**src/rtl/sub_sched_pkg.sv**
```systemverilog
// Shared defaults, id-width helper and output-register state/record types for sub_rr_scheduler.
package sub_sched_pkg;

  localparam int DEF_N_REQ = 4;
  localparam int DEF_BITS  = 16;
  localparam int DEF_CNT_W = 16;

  function automatic int clog2(input int n);
    int r;
    r = 0;
    for (int i = 0; i < 31; i++) begin
      if ((1 << i) < n) r = i + 1;
    end
    return r;
  endfunction

  localparam int DEF_ID_W = clog2(DEF_N_REQ);

  typedef enum logic {
    EMPTY = 1'b0,
    FULL  = 1'b1
  } out_state_e;

  // Response record layout {id, ovf, diff}; the top re-declares it at its own widths in this order.
  typedef struct packed {
    logic [DEF_ID_W-1:0] id;
    logic                ovf;
    logic [DEF_BITS-1:0] diff;
  } rsp_rec_t;

endpackage

```
**src/rtl/sub_rr_scheduler_if.sv**
```systemverilog
// Requester and response bundle of the shared subtractor scheduler.
interface sub_rr_scheduler_if
  import sub_sched_pkg::*;
#(
  parameter int N_REQ = DEF_N_REQ,
  parameter int BITS  = DEF_BITS,
  parameter int ID_W  = clog2(N_REQ),
  parameter int CNT_W = DEF_CNT_W
);
  logic [N_REQ-1:0]      req_valid;
  logic [N_REQ*BITS-1:0] req_in1;
  logic [N_REQ*BITS-1:0] req_in2;
  logic [N_REQ-1:0]      req_ready;
  logic                  rsp_valid;
  logic [ID_W-1:0]       rsp_id;
  logic [BITS-1:0]       rsp_diff;
  logic                  rsp_ovf;
  logic                  rsp_ready;
  logic [CNT_W-1:0]      op_count;

  modport master (
    output req_valid, req_in1, req_in2, rsp_ready,
    input  req_ready, rsp_valid, rsp_id, rsp_diff, rsp_ovf, op_count
  );

  modport slave (
    input  req_valid, req_in1, req_in2, rsp_ready,
    output req_ready, rsp_valid, rsp_id, rsp_diff, rsp_ovf, op_count
  );
endinterface

```
**src/rtl/sub_rr_scheduler_rr_arbiter.sv**
```systemverilog
// Combinational round-robin pick: first valid index at or after ptr_i, wrapping; no grant unless free_i.
module rr_arbiter #(
  parameter int N_REQ = 4,
  parameter int ID_W  = 2
) (
  input  logic [N_REQ-1:0] valid_i,
  input  logic [ID_W-1:0]  ptr_i,
  input  logic             free_i,
  output logic [N_REQ-1:0] gnt_o,
  output logic [ID_W-1:0]  gnt_idx_o,
  output logic             gnt_vld_o
);
  logic [ID_W-1:0] j;

  always_comb begin
    gnt_o     = '0;
    gnt_idx_o = '0;
    gnt_vld_o = 1'b0;
    j         = '0;
    // Scan farthest-first so the candidate nearest ptr_i overwrites the rest.
    for (int k = N_REQ - 1; k >= 0; k--) begin
      j = ID_W'((int'(ptr_i) + k) % N_REQ);
      if (free_i && valid_i[j]) begin
        gnt_o     = '0;
        gnt_o[j]  = 1'b1;
        gnt_idx_o = j;
        gnt_vld_o = 1'b1;
      end
    end
  end
endmodule

```
**src/rtl/sub_rr_scheduler_subtractor.sv**
```systemverilog
// Two's-complement subtractor, purely combinational; diff wraps modulo 2^W.
module subtractor #(
  parameter int W = 16
) (
  input  logic [W-1:0] a_i,
  input  logic [W-1:0] b_i,
  output logic [W-1:0] diff_o
);
  assign diff_o = a_i + (~b_i + W'(1));
endmodule

```
**src/rtl/sub_rr_scheduler.sv**
```systemverilog
// Round-robin time-sharing of one subtractor among N_REQ requesters; one registered result per cycle,
// one-cycle accept-to-valid latency, grants withheld while the output register is stalled.
module sub_rr_scheduler
  import sub_sched_pkg::*;
#(
  parameter int N_REQ = DEF_N_REQ,
  parameter int BITS  = DEF_BITS,
  parameter int ID_W  = clog2(N_REQ),
  parameter int CNT_W = DEF_CNT_W
) (
  input logic               clk,
  input logic               rst,
  sub_rr_scheduler_if.slave bus
);
  typedef struct packed {
    logic [ID_W-1:0] id;
    logic            ovf;
    logic [BITS-1:0] diff;
  } rsp_t;

  out_state_e       state_q, state_d;
  rsp_t             rsp_q, rsp_d;
  logic [ID_W-1:0]  rr_ptr_q, rr_ptr_d;
  logic [CNT_W-1:0] cnt_q, cnt_d;

  logic             free, accept, handoff, ovf;
  logic [N_REQ-1:0] gnt;
  logic [ID_W-1:0]  gnt_idx;
  logic [BITS-1:0]  op_a, op_b, diff;

  assign handoff = (state_q == FULL) && bus.rsp_ready;
  // Reset gates the slot so nothing is granted during the reset cycle.
  assign free    = !rst && ((state_q == EMPTY) || bus.rsp_ready);

  rr_arbiter #(
    .N_REQ (N_REQ),
    .ID_W  (ID_W)
  ) u_arb (
    .valid_i   (bus.req_valid),
    .ptr_i     (rr_ptr_q),
    .free_i    (free),
    .gnt_o     (gnt),
    .gnt_idx_o (gnt_idx),
    .gnt_vld_o (accept)
  );

  assign op_a = bus.req_in1[int'(gnt_idx) * BITS +: BITS];
  assign op_b = bus.req_in2[int'(gnt_idx) * BITS +: BITS];

  subtractor #(
    .W (BITS)
  ) u_sub (
    .a_i    (op_a),
    .b_i    (op_b),
    .diff_o (diff)
  );

  assign ovf = (op_a[BITS-1] != op_b[BITS-1]) && (diff[BITS-1] != op_a[BITS-1]);

  always_comb begin
    state_d  = state_q;
    rsp_d    = rsp_q;
    rr_ptr_d = rr_ptr_q;
    cnt_d    = cnt_q;
    if (handoff) begin
      state_d = EMPTY;
      cnt_d   = cnt_q + CNT_W'(1);
    end
    if (accept) begin
      state_d  = FULL;
      rsp_d    = '{id: gnt_idx, ovf: ovf, diff: diff};
      rr_ptr_d = (gnt_idx == ID_W'(N_REQ - 1)) ? '0 : gnt_idx + ID_W'(1);
    end
  end

  always_ff @(posedge clk) begin
    if (rst) begin
      state_q  <= EMPTY;
      rsp_q    <= '0;
      rr_ptr_q <= '0;
      cnt_q    <= '0;
    end else begin
      state_q  <= state_d;
      rsp_q    <= rsp_d;
      rr_ptr_q <= rr_ptr_d;
      cnt_q    <= cnt_d;
    end
  end

  assign bus.req_ready = gnt;
  assign bus.rsp_valid = (state_q == FULL);
  assign bus.rsp_id    = rsp_q.id;
  assign bus.rsp_diff  = rsp_q.diff;
  assign bus.rsp_ovf   = rsp_q.ovf;
  assign bus.op_count  = cnt_q;
endmodule

```
**src/flat_wrapper.sv**
```systemverilog
// flat-port wrapper written by rule: the top's interface ports become plain ports
module sub_rr_scheduler_flat import sub_sched_pkg::*;
#(
  parameter int N_REQ = DEF_N_REQ,
  parameter int BITS  = DEF_BITS,
  parameter int ID_W  = clog2(N_REQ),
  parameter int CNT_W = DEF_CNT_W
)
  (clk, rst, bus_req_valid, bus_req_in1, bus_req_in2, bus_rsp_ready, bus_req_ready, bus_rsp_valid, bus_rsp_id, bus_rsp_diff, bus_rsp_ovf, bus_op_count);
  sub_rr_scheduler_if #(.N_REQ(N_REQ), .BITS(BITS), .ID_W(ID_W), .CNT_W(CNT_W)) bus_i ();
  input logic clk;
  input logic rst;
  input wire logic [$bits(bus_i.req_valid)-1:0] bus_req_valid;
  input wire logic [$bits(bus_i.req_in1)-1:0] bus_req_in1;
  input wire logic [$bits(bus_i.req_in2)-1:0] bus_req_in2;
  input wire logic [$bits(bus_i.rsp_ready)-1:0] bus_rsp_ready;
  output wire logic [$bits(bus_i.req_ready)-1:0] bus_req_ready;
  output wire logic [$bits(bus_i.rsp_valid)-1:0] bus_rsp_valid;
  output wire logic [$bits(bus_i.rsp_id)-1:0] bus_rsp_id;
  output wire logic [$bits(bus_i.rsp_diff)-1:0] bus_rsp_diff;
  output wire logic [$bits(bus_i.rsp_ovf)-1:0] bus_rsp_ovf;
  output wire logic [$bits(bus_i.op_count)-1:0] bus_op_count;
  assign bus_i.req_valid = bus_req_valid;
  assign bus_i.req_in1 = bus_req_in1;
  assign bus_i.req_in2 = bus_req_in2;
  assign bus_i.rsp_ready = bus_rsp_ready;
  assign bus_req_ready = bus_i.req_ready;
  assign bus_rsp_valid = bus_i.rsp_valid;
  assign bus_rsp_id = bus_i.rsp_id;
  assign bus_rsp_diff = bus_i.rsp_diff;
  assign bus_rsp_ovf = bus_i.rsp_ovf;
  assign bus_op_count = bus_i.op_count;
  sub_rr_scheduler #(.N_REQ(N_REQ), .BITS(BITS), .ID_W(ID_W), .CNT_W(CNT_W)) u_core (.clk(clk), .rst(rst), .bus(bus_i));
endmodule
```
**config.mk**
```make
export PLATFORM = sky130hd
export DESIGN_NAME = sub_rr_scheduler_flat
export DESIGN_NICKNAME = d
export VERILOG_FILES = /design/src/rtl/sub_sched_pkg.sv /design/src/rtl/sub_rr_scheduler_if.sv /design/src/rtl/sub_rr_scheduler_rr_arbiter.sv /design/src/rtl/sub_rr_scheduler_subtractor.sv /design/src/rtl/sub_rr_scheduler.sv /design/src/flat_wrapper.sv
export SDC_FILE = /design/constraint.sdc
export NUM_CORES = 1
export LEC_CHECK = 0
export ABC_CLOCK_PERIOD_IN_PS = 18700
export CAP_MARGIN = 0
export CORE_ASPECT_RATIO = 0.75
export CORE_MARGIN = 2
export CORE_UTILIZATION = 45
export CTS_CLUSTER_SIZE = 16
export DETAILED_ROUTE_END_ITERATION = 10
export PLACE_DENSITY = 0.87
export SLEW_MARGIN = 40
export SYNTH_ARGS = -nofsm -noshare
export SYNTH_HDL_FRONTEND = slang
export SYNTH_SLANG_ARGS = --single-unit
```
**constraint.sdc**
```tcl
create_clock -name clk -period 18.7 [get_ports clk]
set_clock_uncertainty 0.2 [all_clocks]
set_input_delay 3.74 -clock clk [delete_from_list [all_inputs] [get_ports clk]]
set_output_delay 3.74 -clock clk [all_outputs]
set_load 0.02 [all_outputs]
```
==> flow_summary_export.csv, run 1 <==
group,metric,value,unit
run_status,status,"complete, no violations",
timing,setup_viol,0,
die,core.rowCount,28,
route,drt_iter0_drc,147,
setup_path,required,14760,ps
placement,io_buffers,174,
clocking,h-tree-depth,2,
finish,fill_cells,592,
die,die_h,81.30,um
finish,fin_area,5529,um^2
route,vias_per_cell,5.351,
clocking,postCtsSetupBuffers,0,
logic_synthesis,synthFlopType,"dfxtp_1",
finish,final_common_cell,"clkdlybuf4s50_1",
power,ir_drop,0.06877,mV
route,wl_per_cell,14.85,um
setup_path,worstSetupPathType,"primary input to primary output",
timing,tns,0,ps
placement,post-dp-hpwl,8424,um
setup_path,path_buf_inv,2,
route,drt_pass1_iterations,4,
setup_path,critPathSlowestCell,"clkdlybuf4s50_1",
grt,grt_overflow,0,
route,wl,10500,um
die,coreArea,7812,um^2
die,fp.dieArea,8703,um^2
logic_synthesis,syn_inst,441,
setup_path,max_stage_delay,590,ps
finish,final_cell_mix,"174 x clkdlybuf4s50_1, 48 x nand2_1, 47 x a21oi_1, 43 x nor2_1",
grt,grt_max_degree,68,
grt,antenna_found_initial,0,
finish,layout-drive-gt1-share,9.468,%
clocking,cts_hold_buf,0,
clocking,clock_sinks,38,
logic_synthesis,synthArstFlopShare,0,%
logic_synthesis,ys.warnings.count,0,
timing,fmaxAchievable,97.92,MHz
timing,period_share,54.61,%
finish,layout.nets,761,
timing,slew_viol_final,0,
grt,grt_pass1_vias,3626,
setup_path,cp-end-kind,"primary output",
route,vias,3783,
placement,globalplace.congestion,0.9577,
timing,finalHoldViolations,0,
setup_path,cp_common_cell,"clkdlybuf4s50_1",
power,power_density,92.88,nW/um^2
clocking,clock_latency,290,ps
timing,finalCriticalPeriod,10210,ps
route,drc,0,
clocking,cts-root-buf,"clkbuf_8",
logic_synthesis,syn_area,3585,um^2
logic_synthesis,syn_nets,601,
power,power.total,0.5135,mW
setup_path,cp-start-kind,"primary input",
clocking,cts_tree,"done",
logic_synthesis,ys_ff_latch,38,
finish,area_growth,54.24,%
setup_path,critPathArrivalTime,6270,ps
route,postRouteAntennaNets,0,
finish,diodes,0,
placement,pre_cts_slack,8541,ps
setup_path,path_cells,"clkdlybuf4s50_1 > mux4_2 > nor4b_4 > a22oi_1 > a21oi_1 > mux2_2 > clkdlybuf4s50_1",
die,initial_utilization,45.88,%
clocking,cts_max_path_buffers,2,
power,p_leak,2.082,nW
grt,grt_usage,23.89,%
placement,dpl_cell_area,5386,um^2
die,ios,175,
logic_synthesis,synth_edf_count,0,
logic_synthesis,avgSynthCellArea,8.129,um^2
timing,rsz0062_at_grt,"no",
timing,hold_ws,254.0,ps
timing,tightest_slew,686.8,ps
setup_path,crit_family,"buffers and inverters",
clocking,numCtsBuffers,5,
timing,relSlewSlack,53.79,%
run,maxCapViolCount,0,
timing,fin_ws,8488,ps
worst_hold_path,worstHoldPathType,"flop to flop",
clocking,cts-resized-gates,0,
logic_synthesis,synth.distinct_cells,48,
clocking,path_clk_slew,70,ps
logic_synthesis,synth-seq-area-share,21.22,%
die,die_w,107.1,um
grt,grt_pass1_wl,16650,um
setup_path,crit_fanout,8,
[cell type report]
cell class / count / area (um^2) / area share, %
timing repair buffer: 177 / 1768 / 31.98
tap: 105 / 131.4 / 2.376
clock inverter: 2 / 60.06 / 1.086
multi-input combinational: 371 / 2696 / 48.77
clock buffer: 6 / 82.58 / 1.494
inverter: 8 / 30.03 / 0.5431
sequential: 38 / 760.7 / 13.76
[logic make-up after synthesis]
group                    share of synthesized area, %
adder cells (fa/ha/maj)                         8.936
AO/OA/AOI/OAI                                   17.00
buffers and inverters                           3.875
XOR/XNOR                                        6.108
multiplexers                                    25.06
AND/OR/NAND/NOR                                 17.80
flip-flops                                      21.22
[per-stage QoR]
| stage | instances | util (%) |
|---|---|---|
| finish | 707 | 70.77 |
| global route | 707 | 70.77 |
| CTS | 707 | 70.77 |
| detailed placement | 699 | 68.95 |
| global placement | 699 | 68.82 |
| floorplan | 441 | - |
[worst min-delay path: cells and delay by family, from the launching register on]
kind | cells | cell delay, ps
compound gates | 1 | 50
flops | 1 | 310
simple gates | 1 | 50
[per-layer routing]
layer | track usage (%) | wire length (um) | vias up
met3 | 4.173 | 533 | 15
met5 | 0 | 0 | -
met1 | 28.65 | 4579 | 1758
met4 | 6.494 | 153 | 0
met2 | 44.24 | 5236 | 100
li1 | - | - | 1910
[synthesized netlist by cell type (all sizes together) (2+ instances only)]
library cell	count	area share [%]
a2111oi	3	0.73
a211oi	3	0.63
a21o	7	1.5
a21oi	48	7.0
a22oi	4	0.84
a31oi	2	0.35
and2	2	0.35
and3	6	1.0
buf	10	1.6
clkbuf	14	1.5
dfxtp	38	21
ha	24	8.4
inv	8	0.84
mux2	36	11
mux2i	39	11
mux4	4	2.5
nand2	48	5.0
nand2b	2	0.35
nand3	12	1.7
nand4	2	0.35
nor2	43	4.5
nor2b	2	0.35
nor3	8	1.1
o21a	3	0.63
o21ai	25	3.5
or2	2	0.35
or3	8	1.4
xnor2	12	2.9
xor2	13	3.2
[report_power, final]
group / leakage, nW / internal (mW) / switching [mW]
combinational: 1.70 / 0.164 / 0.159
clock: 0.0714 / 0.0569 / 0.0280
sequential: 0.310 / 0.0939 / 0.0115
[sequential cells by signal (all words and copies together) (netlist names)]
signal,count
u_core.bus.rsp_diff,16
u_core.bus.rsp_valid,1
u_core.rr_ptr_q,2
u_core.bus.op_count,16
u_core.bus.rsp_id,2
u_core.bus.rsp_ovf,1
[path summary, 6_finish.rpt]
path	to	from	slack (ps)	cells after the start
setup / recovery	bus_req_ready[0]	bus_req_valid[2]	8490	7
hold / removal	u_core.bus.rsp_diff[5]$_SDFFE_PP0P_	u_core.bus.rsp_diff[5]$_SDFFE_PP0P_	250	2
setup reg to reg	u_core.bus.rsp_ovf$_SDFFE_PP0P_	u_core.rr_ptr_q[0]$_SDFFE_PP0P_	11700	19
hold reg to reg	u_core.bus.rsp_diff[5]$_SDFFE_PP0P_	u_core.bus.rsp_diff[5]$_SDFFE_PP0P_	250	2
(Power assumes the default switching activity.)
==> run 2, diff against run 1 <==
ABC_CLOCK_PERIOD_IN_PS = 9590   (was 18700)
CORE_UTILIZATION = 42   (was 45)
PLACE_DENSITY = 0.82   (was 0.87)
clock period = 9.59 ns   (was 18.7 ns; I/O delays follow)
==> run 2 against run 1 <==
Effect of this change:
- setup slack worse by 6700 ps
- first-iteration DRC count increased by 20%
- clock power is 120% higher
==> flow_summary_export.csv, run 2 (synthesis gave the netlist of run 1 again) <==
group,metric,value,unit
run_status,status,"complete, no violations",
clocking,cts_max_path_buffers,2,
timing,relSlewSlack,51.02,%
finish,diodes,0,
die,initial_utilization,42.77,%
route,drc,0,
finish,final_cells,710,
die,coreArea,8382,um^2
setup_path,path_buf_inv,3,
worst_hold_path,worstHoldPathType,"flop to flop",
finish,area_growth,55.18,%
timing,setup_viol,0,
setup_path,critPathArrivalTime,7710,ps
setup_path,cp-start-kind,"primary input",
timing,period_share,81.09,%
route,drt_pass1_iterations,4,
die,core.rowCount,29,
finish,final_cell_mix,"174 x clkdlybuf4s50_1, 48 x nand2_1, 47 x a21oi_1, 43 x nor2_1",
finish,layout-drive-gt1-share,9.468,%
die,die_w,110.7,um
setup_path,cp-end-kind,"flop",
power,power_density,185.1,nW/um^2
setup_path,max_stage_delay,690,ps
timing,rsz0062_at_grt,"no",
placement,dpl.cell_count,703,
setup_path,crit_family,"compound AO/OA/AOI/OAI gates",
route,drt_iter0_drc,176,
finish,layout.nets,762,
timing,tns,0,ps
die,die_h,84.01,um
setup_path,worstSetupPathType,"primary input to flop",
setup_path,path_cells,"clkdlybuf4s50_1 > mux4_2 > nor4b_4 > o21ai_1 > mux2i_4 > buf_4 > mux2i_1 > nand2_1 > o21ai_0 > ha_1 > inv_1 > fa_1 > a21o_1 > a21o_1 > a2111oi_0 > nor3_1 > a2111oi_0 > nor3_1 > a31oi_1 > xor2_1 > o21ai_0",
timing,finalHoldViolations,0,
grt,grt_pass1_vias,3814,
timing,slew_viol_final,0,
clocking,cts-root-buf,"clkbuf_16",
setup_path,required,9520,ps
clocking,cts-resized-gates,0,
grt,grt_pass1_wl,18250,um
die,ios,175,
route,wl_per_cell,15.26,um
grt,grt_max_degree,65,
clocking,clock_sinks,38,
timing,finalCriticalPeriod,7777,ps
placement,io_buffers,174,
clocking,numCtsBuffers,5,
route,vias_per_cell,5.299,
route,vias,3762,
route,wl,10830,um
grt,antenna_found_initial,0,
finish,final_common_cell,"clkdlybuf4s50_1",
placement,post-dp-hpwl,8644,um
run,maxCapViolCount,0,
clocking,cts_tree,"done",
timing,fmaxAchievable,128.6,MHz
die,fp.dieArea,9297,um^2
finish,fill_cells,710,
grt,grt_overflow,0,
clocking,postCtsSetupBuffers,0,
clocking,h-tree-depth,2,
placement,globalplace.congestion,0.9203,
route,postRouteAntennaNets,0,
setup_path,critPathSlowestCell,"a2111oi_0",
clocking,path_clk_slew,50,ps
timing,tightest_slew,716.2,ps
clocking,clock_latency,280,ps
power,p_leak,2.097,nW
clocking,cts_hold_buf,0,
power,ir_drop,0.1057,mV
grt,grt_usage,23.40,%
setup_path,crit_fanout,45,
[run 2: changes by cell type in the layout (fill, tap and decap cells not counted), sizes merged]
cell | previous run | this run
buf | 3 | 4
bufinv | 2 | 1
[run 2: through the flow]
step,hold slack [ps],util (%),total power [mW],setup WS [ps],instance area [um^2]
3_5_place_dp,247.2,64.35,0.8385,1574,5394
6_report,258.1,66.37,1.030,1813,5563
2_1_floorplan,330.2,-,0.6468,2841,3585
5_1_grt,270.9,66.37,1.108,1274,5563
4_1_cts,262.7,66.37,1.032,1871,5563
3_3_place_gp,243.2,64.28,0.8272,1921,5388
[run 2: metal layers]
| metal | GRT usage (%) | vias up | part of all wire [%] |
|---|---|---|---|
| li1 | - | 1903 | - |
| met4 | 4.091 | 0 | 1.3 |
| met2 | 41.55 | 99 | 49 |
| met5 | 0 | - | 0 |
| met1 | 29.24 | 1744 | 44 |
| met3 | 5.592 | 16 | 5.0 |
[run 2: report_power, final]
group | internal, mW | switching (mW) | leakage (nW)
Combinational | 0.320 | 0.316 | 1.70
Clock | 0.128 | 0.0605 | 0.0829
Sequential | 0.183 | 0.0216 | 0.310
[run 2: tightest hold or removal path, stage by stage (launching register included)]
cell	delay [ps]
dfxtp_1	310
nand2_1	50
a21oi_1	50
[run 2: cell type report]
class / count / area [um^2] / area share, %
Multi-Input combinational cell: 371 / 2696 / 48.47
Clock buffer: 6 / 138.9 / 2.497
Inverter: 8 / 30.03 / 0.5398
Sequential cell: 38 / 760.7 / 13.68
Tap cell: 108 / 135.1 / 2.429
Clock inverter: 1 / 30.03 / 0.5398
Timing Repair Buffer: 178 / 1772 / 31.85
[run 2: final timing paths]
| kind | start | cells after the start | slack [ps] | endpoint |
|---|---|---|---|---|
| worst max-delay path | bus_req_valid[1] | 21 | 1810 | u_core.bus.rsp_diff[14]$_SDFFE_PP0P_ |
| worst min-delay path | u_core.bus.rsp_diff[5]$_SDFFE_PP0P_ | 2 | 260 | u_core.bus.rsp_diff[5]$_SDFFE_PP0P_ |
| worst max register to register | u_core.rr_ptr_q[0]$_SDFFE_PP0P_ | 22 | 2610 | u_core.bus.rsp_diff[14]$_SDFFE_PP0P_ |
| worst min register to register | u_core.bus.rsp_diff[5]$_SDFFE_PP0P_ | 2 | 260 | u_core.bus.rsp_diff[5]$_SDFFE_PP0P_ |
